==> src/rtl/aww_types_pkg.sv <==
// aww_types_pkg: shared pipeline control types for the five-stage core.
`default_nettype none

package aww_types_pkg;

  typedef enum logic [1:0] {
    NO_STALL   = 2'b00,
    IFID_STALL = 2'b01,
    IDEX_STALL = 2'b10,
    FULL_STALL = 2'b11
  } pipe_stall_t;

  typedef enum logic [1:0] {
    RUN    = 2'b00,
    SQUASH = 2'b01,
    HALT   = 2'b10
  } hazard_state_t;

endpackage

`default_nettype wire

==> src/rtl/sat_counter.sv <==
// sat_counter: up-counter with synchronous clear that holds at MAX.
`default_nettype none

module sat_counter #(
  parameter int               WIDTH = 16,
  parameter logic [WIDTH-1:0] MAX   = '1
) (
  input  logic             CLK,
  input  logic             RST,
  input  logic             inc,
  input  logic             clr,
  output logic [WIDTH-1:0] count,
  output logic             at_max
);

  assign at_max = (count == MAX);

  // Clear wins over increment so an idle cycle always restarts the count.
  always_ff @(posedge CLK or posedge RST) begin
    if (RST) begin
      count <= '0;
    end else if (clr) begin
      count <= '0;
    end else if (inc && !at_max) begin
      count <= count + 1'b1;
    end
  end

endmodule

`default_nettype wire

==> src/rtl/hazard_unit.sv <==
// hazard_unit: stall/flush controller for the five-stage pipeline, with
// halt tracking, memory-wait watchdog and stall-cycle counter.
`default_nettype none

module hazard_unit
  import aww_types_pkg::*;
#(
  parameter int MEM_TIMEOUT = 255,
  parameter int CNT_W       = 32
) (
  input  logic             CLK,
  input  logic             RST,
  input  logic             ihit,
  input  logic             dhit,
  input  logic             exmem_dmem_req,
  input  logic             idex_dREN,
  input  logic [4:0]       idex_rd,
  input  logic [4:0]       ifid_rs,
  input  logic [4:0]       ifid_rt,
  input  logic             ifid_jump,
  input  logic             exmem_branch_taken,
  input  logic             memwb_halt,
  output pipe_stall_t      pipe_stall,
  output logic             pc_en,
  output logic             ifid_FLUSH,
  output logic             idex_FLUSH,
  output logic             exmem_FLUSH,
  output logic             memwb_FLUSH,
  output logic             halted,
  output logic             timeout_err,
  output logic [CNT_W-1:0] stall_cycles
);

  localparam int WD_W = 16;

  hazard_state_t state, next_state;

  logic dwait;
  logic lduse;
  logic wd_wait;
  logic wd_at_max;
  logic [WD_W-1:0] wait_cnt;
  logic err_q;
  logic stall_inc;
  logic stall_at_max;

  assign dwait = exmem_dmem_req & ~dhit;
  assign lduse = idex_dREN & (idex_rd != 5'd0) &
                 ((idex_rd == ifid_rs) | (idex_rd == ifid_rt));

  assign memwb_FLUSH = 1'b0;
  assign halted      = (state == HALT);

  always_ff @(posedge CLK or posedge RST) begin
    if (RST) begin
      state <= RUN;
    end else begin
      state <= next_state;
    end
  end

  always_comb begin
    next_state  = state;
    pipe_stall  = NO_STALL;
    pc_en       = 1'b0;
    ifid_FLUSH  = 1'b0;
    idex_FLUSH  = 1'b0;
    exmem_FLUSH = 1'b0;

    unique case (state)
      RUN: begin
        if (dwait) begin
          pipe_stall = FULL_STALL;
        end else if (exmem_branch_taken) begin
          pc_en       = 1'b1;
          ifid_FLUSH  = 1'b1;
          idex_FLUSH  = 1'b1;
          exmem_FLUSH = 1'b1;
          // PC moves to the target now; the outstanding fetch is wrong-path.
          if (!ihit) next_state = SQUASH;
        end else if (lduse) begin
          pipe_stall = IDEX_STALL;
        end else if (!ihit) begin
          pipe_stall = IFID_STALL;
        end else begin
          pc_en      = 1'b1;
          ifid_FLUSH = ifid_jump;
        end
      end
      SQUASH: begin
        pipe_stall = dwait ? FULL_STALL : IFID_STALL;
        if (ihit) begin
          ifid_FLUSH = 1'b1;
          next_state = RUN;
        end
      end
      HALT: begin
        pipe_stall = FULL_STALL;
      end
      default: begin
        pipe_stall = FULL_STALL;
        next_state = RUN;
      end
    endcase

    if (memwb_halt) next_state = HALT;

    if (RST) begin
      pipe_stall  = FULL_STALL;
      pc_en       = 1'b0;
      ifid_FLUSH  = 1'b0;
      idex_FLUSH  = 1'b0;
      exmem_FLUSH = 1'b0;
    end
  end

  // Fetch waits are meaningless once halted; data waits still count.
  assign wd_wait = dwait | (~ihit & (state != HALT));

  sat_counter #(
    .WIDTH (WD_W),
    .MAX   (WD_W'(MEM_TIMEOUT))
  ) u_watchdog (
    .CLK    (CLK),
    .RST    (RST),
    .inc    (wd_wait),
    .clr    (~wd_wait),
    .count  (wait_cnt),
    .at_max (wd_at_max)
  );

  always_ff @(posedge CLK or posedge RST) begin
    if (RST) begin
      err_q <= 1'b0;
    end else begin
      err_q <= err_q | wd_at_max;
    end
  end

  assign timeout_err = err_q | wd_at_max;

  assign stall_inc = (pipe_stall != NO_STALL) & (state != HALT);

  sat_counter #(
    .WIDTH (CNT_W),
    .MAX   ({CNT_W{1'b1}})
  ) u_stall_cnt (
    .CLK    (CLK),
    .RST    (RST),
    .inc    (stall_inc),
    .clr    (1'b0),
    .count  (stall_cycles),
    .at_max (stall_at_max)
  );

  logic unused_ok;
  assign unused_ok = &{1'b0, stall_at_max, wait_cnt};

endmodule

`default_nettype wire
==> config.mk <==
export PLATFORM = sky130hd
export DESIGN_NAME = hazard_unit
export DESIGN_NICKNAME = d
export VERILOG_FILES = /design/src/rtl/aww_types_pkg.sv /design/src/rtl/sat_counter.sv /design/src/rtl/hazard_unit.sv
export SDC_FILE = /design/constraint.sdc
export NUM_CORES = 1
export LEC_CHECK = 0
export CAP_MARGIN = 30
export CORE_MARGIN = 2
export CORE_UTILIZATION = 30
export CTS_CLUSTER_SIZE = 30
export DETAILED_ROUTE_END_ITERATION = 8
export DONT_BUFFER_PORTS = 1
export PLACE_DENSITY_LB_ADDON = 0.08
export REMOVE_ABC_BUFFERS = 1
export SLEW_MARGIN = 15
export SYNTH_ARGS = -nofsm -noshare
export SYNTH_HDL_FRONTEND = slang
export SYNTH_HIERARCHICAL = 1
export SYNTH_SLANG_ARGS = --single-unit
==> constraint.sdc <==
create_clock -name CLK -period 3.2 [get_ports CLK]
set_clock_uncertainty 0.05 [all_clocks]
set_input_delay 0.32 -clock CLK [delete_from_list [all_inputs] [get_ports CLK]]
set_output_delay 0.32 -clock CLK [all_outputs]
set_load 0.03 [all_outputs]
[Word-level counts from Yosys, hierarchy flattened]
Index checks and enable logic that the tools add are counted.
Word-level totals
  flip-flop bits (word level): 51
  input bits: 24
  output and inout bits: 41
  word-level logic and storage cells: 68
Operators by class
  $add $sub $neg: 2
  equality and inequality tests: 13
  muxes and demuxes: 31
  bitwise operators: 10
  reductions and logical operators: 8
Operator list (count)
  $add 32x1->32 const B: 1
  $eq 32x32->1 const B: 1
  $mux 16: 2
  $mux 2: 10
  $add 16x1->16 const B: 1
  $eq 16x8->1 const B: 1
  $mux 1: 16
  $ne 3x3->1 const B: 4
  $eq 5x5->1: 2
  $ne 2x2->1 const B: 3
  $pmux 2 s3: 1
  $and 1x1->1: 5
  $reduce_and 5->1: 1
  $reduce_bool 5->1: 1
  $pmux 2 s2: 1
  $or 1x1->1: 3
  $eq 2x1->1 const B: 1
  $eq 2x2->1 const B: 1
  $logic_and 1x1->1: 2
  $logic_not 1->1: 2
  $logic_not 2->1: 1
  $not 1->1: 2
  $pmux 1 s2: 1
  $reduce_bool 2->1: 1

[Longest topological paths before layout]
Gate-level depths: netlist (run 1).
  depth in word-level cells: 11
  depth in mapped cells: 9
  mapped depth without buffers: 8

[Modules after synthesis]
Netlist (run 1), hierarchy kept.
By module, submodules not included
  sat_counter at u_stall_cnt: instances 1, cells an instance 194, area each 1784.2 µm², seq. area each 800.8 µm²
  sat_counter at u_watchdog: instances 1, cells an instance 98, area each 954.7 µm², seq. area each 400.4 µm²
  hazard_unit: instances 1, cells an instance 55, area each 440.4 µm², seq. area each 75.1 µm²

[Worst setup path after synthesis (run 1)]
No wires, ideal clock.
  kind: reg-to-reg
  start: reg state[0]
  end: reg u_watchdog.count[5]
  setup time: 0.078 ns
  data arrival time: 2.287 ns
  data required time: 3.072 ns
  setup slack: 0.784 ns
  cell stages (with the launch flop): 6
  path buffers: 0
  clock period less this slack: 2.416 ns
  cell sequence: dfrtp_1 -> nor2b_1 -> o21ai_0 -> nand4_1 -> or4_2 -> a21oi_1
On the way
  longest elaborated chain between the ends: 5
  elaborated cells on any way between the ends: 6
  those cells by class: eq/ne: 2; mux: 1; bitwise: 2; reduce/logical: 1
Ends and longest elaborated chain
  start, declared: line hazard_unit.sv:36  | hazard_state_t state, next_state;
  start signal, assigned: line hazard_unit.sv:58  | state <= next_state;
  $ne 2x2->1 (*): line hazard_unit.sv:118  | assign wd_wait = dwait | (~ihit & (state != HALT));
  $and 1x1->1 (*): line hazard_unit.sv:118
  $or 1x1->1 (*): line hazard_unit.sv:118
  net wd_wait: line hazard_unit.sv:40  | logic wd_wait;
  $logic_and 1x1->1: line sat_counter.sv:24  | end else if (inc && !at_max) begin
  $ne 2x2->1 (no line)
  end signal, assigned: line sat_counter.sv:25  | count <= count + 1'b1;
  end, declared: line sat_counter.sv:12  | output logic [WIDTH-1:0] count,
Mark *: on every way through the listed nets, which the timed path passes. The rest lies on a longest branch.
A chain may end at the register's enable or synchronous reset.

[Worst setup path after layout (run 1)]
  start: reg state[0]
  end: reg u_stall_cnt.count[22]
On the way
  longest elaborated chain between the ends: 6
  elaborated cells on any way between the ends: 8
  those cells by class: eq/ne: 2; mux: 2; bitwise: 1; reduce/logical: 3
Ends and longest elaborated chain
  $eq 2x1->1 or $logic_not 2->1 (tied branches): line hazard_unit.sv:70  | unique case (state)
  $pmux 2 s2: line hazard_unit.sv:70
  $mux 2: line hazard_unit.sv:108  | if (RST) begin
  $reduce_bool 2->1: line hazard_unit.sv:142  | assign stall_inc = (pipe_stall != NO_STALL) & (state != HALT);
  $and 1x1->1 (*): line hazard_unit.sv:142
  net stall_inc: line hazard_unit.sv:44  | logic stall_inc;
  $logic_and 1x1->1 (*): line sat_counter.sv:24
  end signal, assigned: line sat_counter.sv:25
  end, declared: line sat_counter.sv:12
Marks and branches as above.

==> results by group, run 1 <==
Floorplan
  • Die area: around 11000 um^2
  • # IOs: between 60 and 70
  • Core ar.: between 10000 and 15000 um^2
  • Starting Density: 0.308
  • Rows: 37
  • Die boundary width: 107 um
  • Die height: 107 um

Placed design
  • I/O Buffers: 0
  • Number of placed cells counting well taps: roughly 480
  • Final GP Congestion: 0.767
  • Post-DP HPWL: roughly 5700 um

Drt
  • Pre-antenna DRT Iters: 4
  • Post-DR wirelength/cell: between 15 and 20 um
  • Routed vias: roughly 2700
  • Final wirelength: 8080 um
  • Final ANT Viol Nets: 0
  • DRT iter0 DRCs: roughly 160
  • Via density: around 5.6
  • DRC errors left: 0

GRT
  • Vias in the first global route: between 2000 and 3000
  • Pin count of the biggest net entering global routing: 34
  • Initial antenna violation count: 0
  • First-pass GRT wire length: about 14000 um
  • Tot GR Track Use: 0.149
  • Total global routing overflow: 0

Critical path
  • CP Data Required Time: about 3.4 ns
  • Setup crit end kind: register
  • Worst r2r src: state[0]
  • CP Launch Type: register
  • Reg2Reg Depth: 7
  • Crit-path max FO: 15
  • Worst reg2reg endpoint: u_stall_cnt/count[22]
  • R2r setup slk: 0.42 ns
  • WS Path Type: reg -> reg
  • CP arrival: roughly 3.0 ns

Logic synthesis
  • Ys flop type: dfrtp_1
  • Ranking of synthesized cells by area: dfrtp_1 (40%), a21oi_1 (5.7%), or4_1 (4.3%), o31ai_1 (4.0%), xnor2_1 (3.6%)
  • Synthesized area per cell: a little over 9 um^2
  • #FFs+latches synth: 51
  • Yosys top cell area share: 0.401
  • Post-Synthesis Cells: about 350
  • EDFF count, synth: 0
  • Ys async rst share: 1.00
  • Seq/Total Area, Yosys: 0.401
  • YS warnings: 6
  • Post-Syn Area: between 3000 and 4000 um^2
  • Yosys cell types: 60
  • Yosys top cell by area: dfrtp_1

Timing
  • Minimum clock period: 2.78 ns
  • Fin. max-slew vios: 0
  • Max Freq: 0.360 GHz
  • Slew at the pin with the worst max-slew slack: around 0.86 ns
  • Setup violators final: 0
  • Hold slack: around 0.070 ns
  • Slew HR: 0.427
  • RSZ-0062 raised after global routing: false
  • Final period utilization: 0.868
  • Fin. Hold Viols: 0

Layout
  • Non-filler instance count after layout: between 400 and 500
  • Diode count: 0
  • # fillers: around 1100
  • Core Util, Final: 0.339
  • Synth-to-Final Area Change: 10.2%
  • Layout cells sized above 1: 0.143
  • Net count, final: roughly 380

Clock tree
  • CTS tree: built
  • CTS buffer count: 5
  • Clk slew on worst S/H paths: roughly 0.09 ns
  • Root Driver: clkbuf_8
  • Post-CTS Setup Bufs: 0
  • # clock sinks: 51
  • CTS Buffer Depth: 2
  • H-tree levels: 2
  • Clk_lat worst skew: 0.31 ns

Min path
  • Hold Crit Class: in -> reg
  • WHS Path Cells: 1
  • Hold path start: memwb_halt
  • Worst Hold Path EP: state[1]

Pwr
  • Clock power frac: 0.372
  • Static leakage: about 0.0013 uW
  • Switching Share: 0.233
  • Psw: around 260 uW
  • Max VDD drop: 159 uV
  • Logic pwr share: 0.055
  • Flop pwr share: 0.572
  • Internal: just under 900 uW
  • Power Density: 322 nW/um^2

Status
  • Status: finished clean

Job
  • Max-Cap Viols: 0
-- cell usage after synthesis (all sizes together), types with 5 or more instances --
| cell type | number |
|---|---|
| dfrtp | 51 |
| a21oi | 36 |
| or4 | 22 |
| nand2 | 21 |
| nor2 | 21 |
| nand4 | 19 |
| o21ai | 19 |
| or3 | 18 |
| o31ai | 17 |
| xnor2 | 13 |
| buf | 12 |
| inv | 10 |
| nor3 | 9 |
| nand3 | 8 |
| nor4 | 8 |
| clkbuf | 6 |
| nor2b | 5 |
| o41ai | 5 |
| or2 | 5 |
-- placed cells by master, fill, tap and decap left out, types with 9 or more instances in the layout --
cell and instances:
inv_1 10, nor3_1 9, nand2_1 21, nand4_1 18, nor2_1 21, or4_1 18
xnor2_1 13, a21oi_1 36, o31ai_1 17, dfrtp_1 51, o21ai_0 13, buf_4 15
or3_1 16
-- worst max-delay path by stage --
stage | cells after the start | to | startpoint | slack [ns]
after global placement | 8 | u_stall_cnt/count[20] | idex_rd[4] | 0.47
after CTS | 7 | u_stall_cnt/count[22] | state[0] | 0.42
after global routing | 7 | u_stall_cnt/count[22] | state[0] | 0.24
final | 7 | u_stall_cnt/count[22] | state[0] | 0.42
after detailed placement | 8 | u_stall_cnt/count[20] | idex_rd[2] | 0.40
after floorplan | 5 | u_stall_cnt/count[19] | u_stall_cnt/count[16] | -0.80
-- cell type report --
type,count,area [um^2],area share
Tap cell,136,170,0.0486
Sequential cell,51,1280,0.364
Multi-Input combinational cell,269,1780,0.507
Inverter,10,37.5,0.0107
Clock buffer,8,100,0.0286
Timing Repair Buffer,18,143,0.0407
-- routing by layer --
layer	vias up	track usage	share of wire
li1	1334	-	-
met5	-	0	0
met1	1357	0.192	0.46
met4	0	0.0362	0.0043
met3	2	0.0340	0.039
met2	41	0.254	0.50
-- power by group through the flow --
stage               clock network [uW]  registers (uW)  logic [uW]
floorplan                            0             658        45.6
global placement                     0             658        58.7
detailed placement                   0             658        58.6
CTS                                452             645        60.1
global route                       477             645        70.9
finish                             420             645        62.3
-- what timing repair did --
action	4_1_cts	5_1_grt
gates resized for setup	0	0
hold buffers	1	2
hold endpoints to repair	51	1
-- per-stage QoR --
stage	total power, uW	area [um^2]	worst slack [ns]	TNS [ns]
CTS	1160	3480	0.416	0
global placement	716	3370	0.465	0
global route	1190	3500	0.242	0
detailed placement	716	3370	0.401	0
floorplan	703	3080	-0.803	-11.24
finish	1130	3500	0.421	0
-- logic make-up after synthesis --
group                    after synthesis  synth area share
adder cells (fa/ha/maj)                2           0.00787
AO/OA/AOI/OAI                         89             0.185
multiplexers                           5            0.0169
flip-flops                            51             0.401
XOR/XNOR                              15            0.0413
buffers and inverters                 28            0.0437
AND/OR/NAND/NOR                      156             0.302
other                                  1           0.00118
-- flip-flops by register name, summed over array words and instances, names as in the netlist --
name               count
state                  2
err_q                  1
u_watchdog/count      16
u_stall_cnt/count     32
-- worst max-delay path, cell delays in order, from the launching register on --
cell,delay (ns)
dfrtp_1,0.48
nor2b_1,0.24
o21bai_1,0.22
a21bo_2,0.25
nand2_1,0.16
or3_1,0.61
or4_1,0.53
a21oi_1,0.16
(Power assumes the default switching activity.)
==> inputs of run 2 (changes only) <==
Settings changed: CTS_CLUSTER_DIAMETER set to 80.
==> results of run 2 <==
Same layout as run 1: the final DEF is identical, and so are final timing and power.
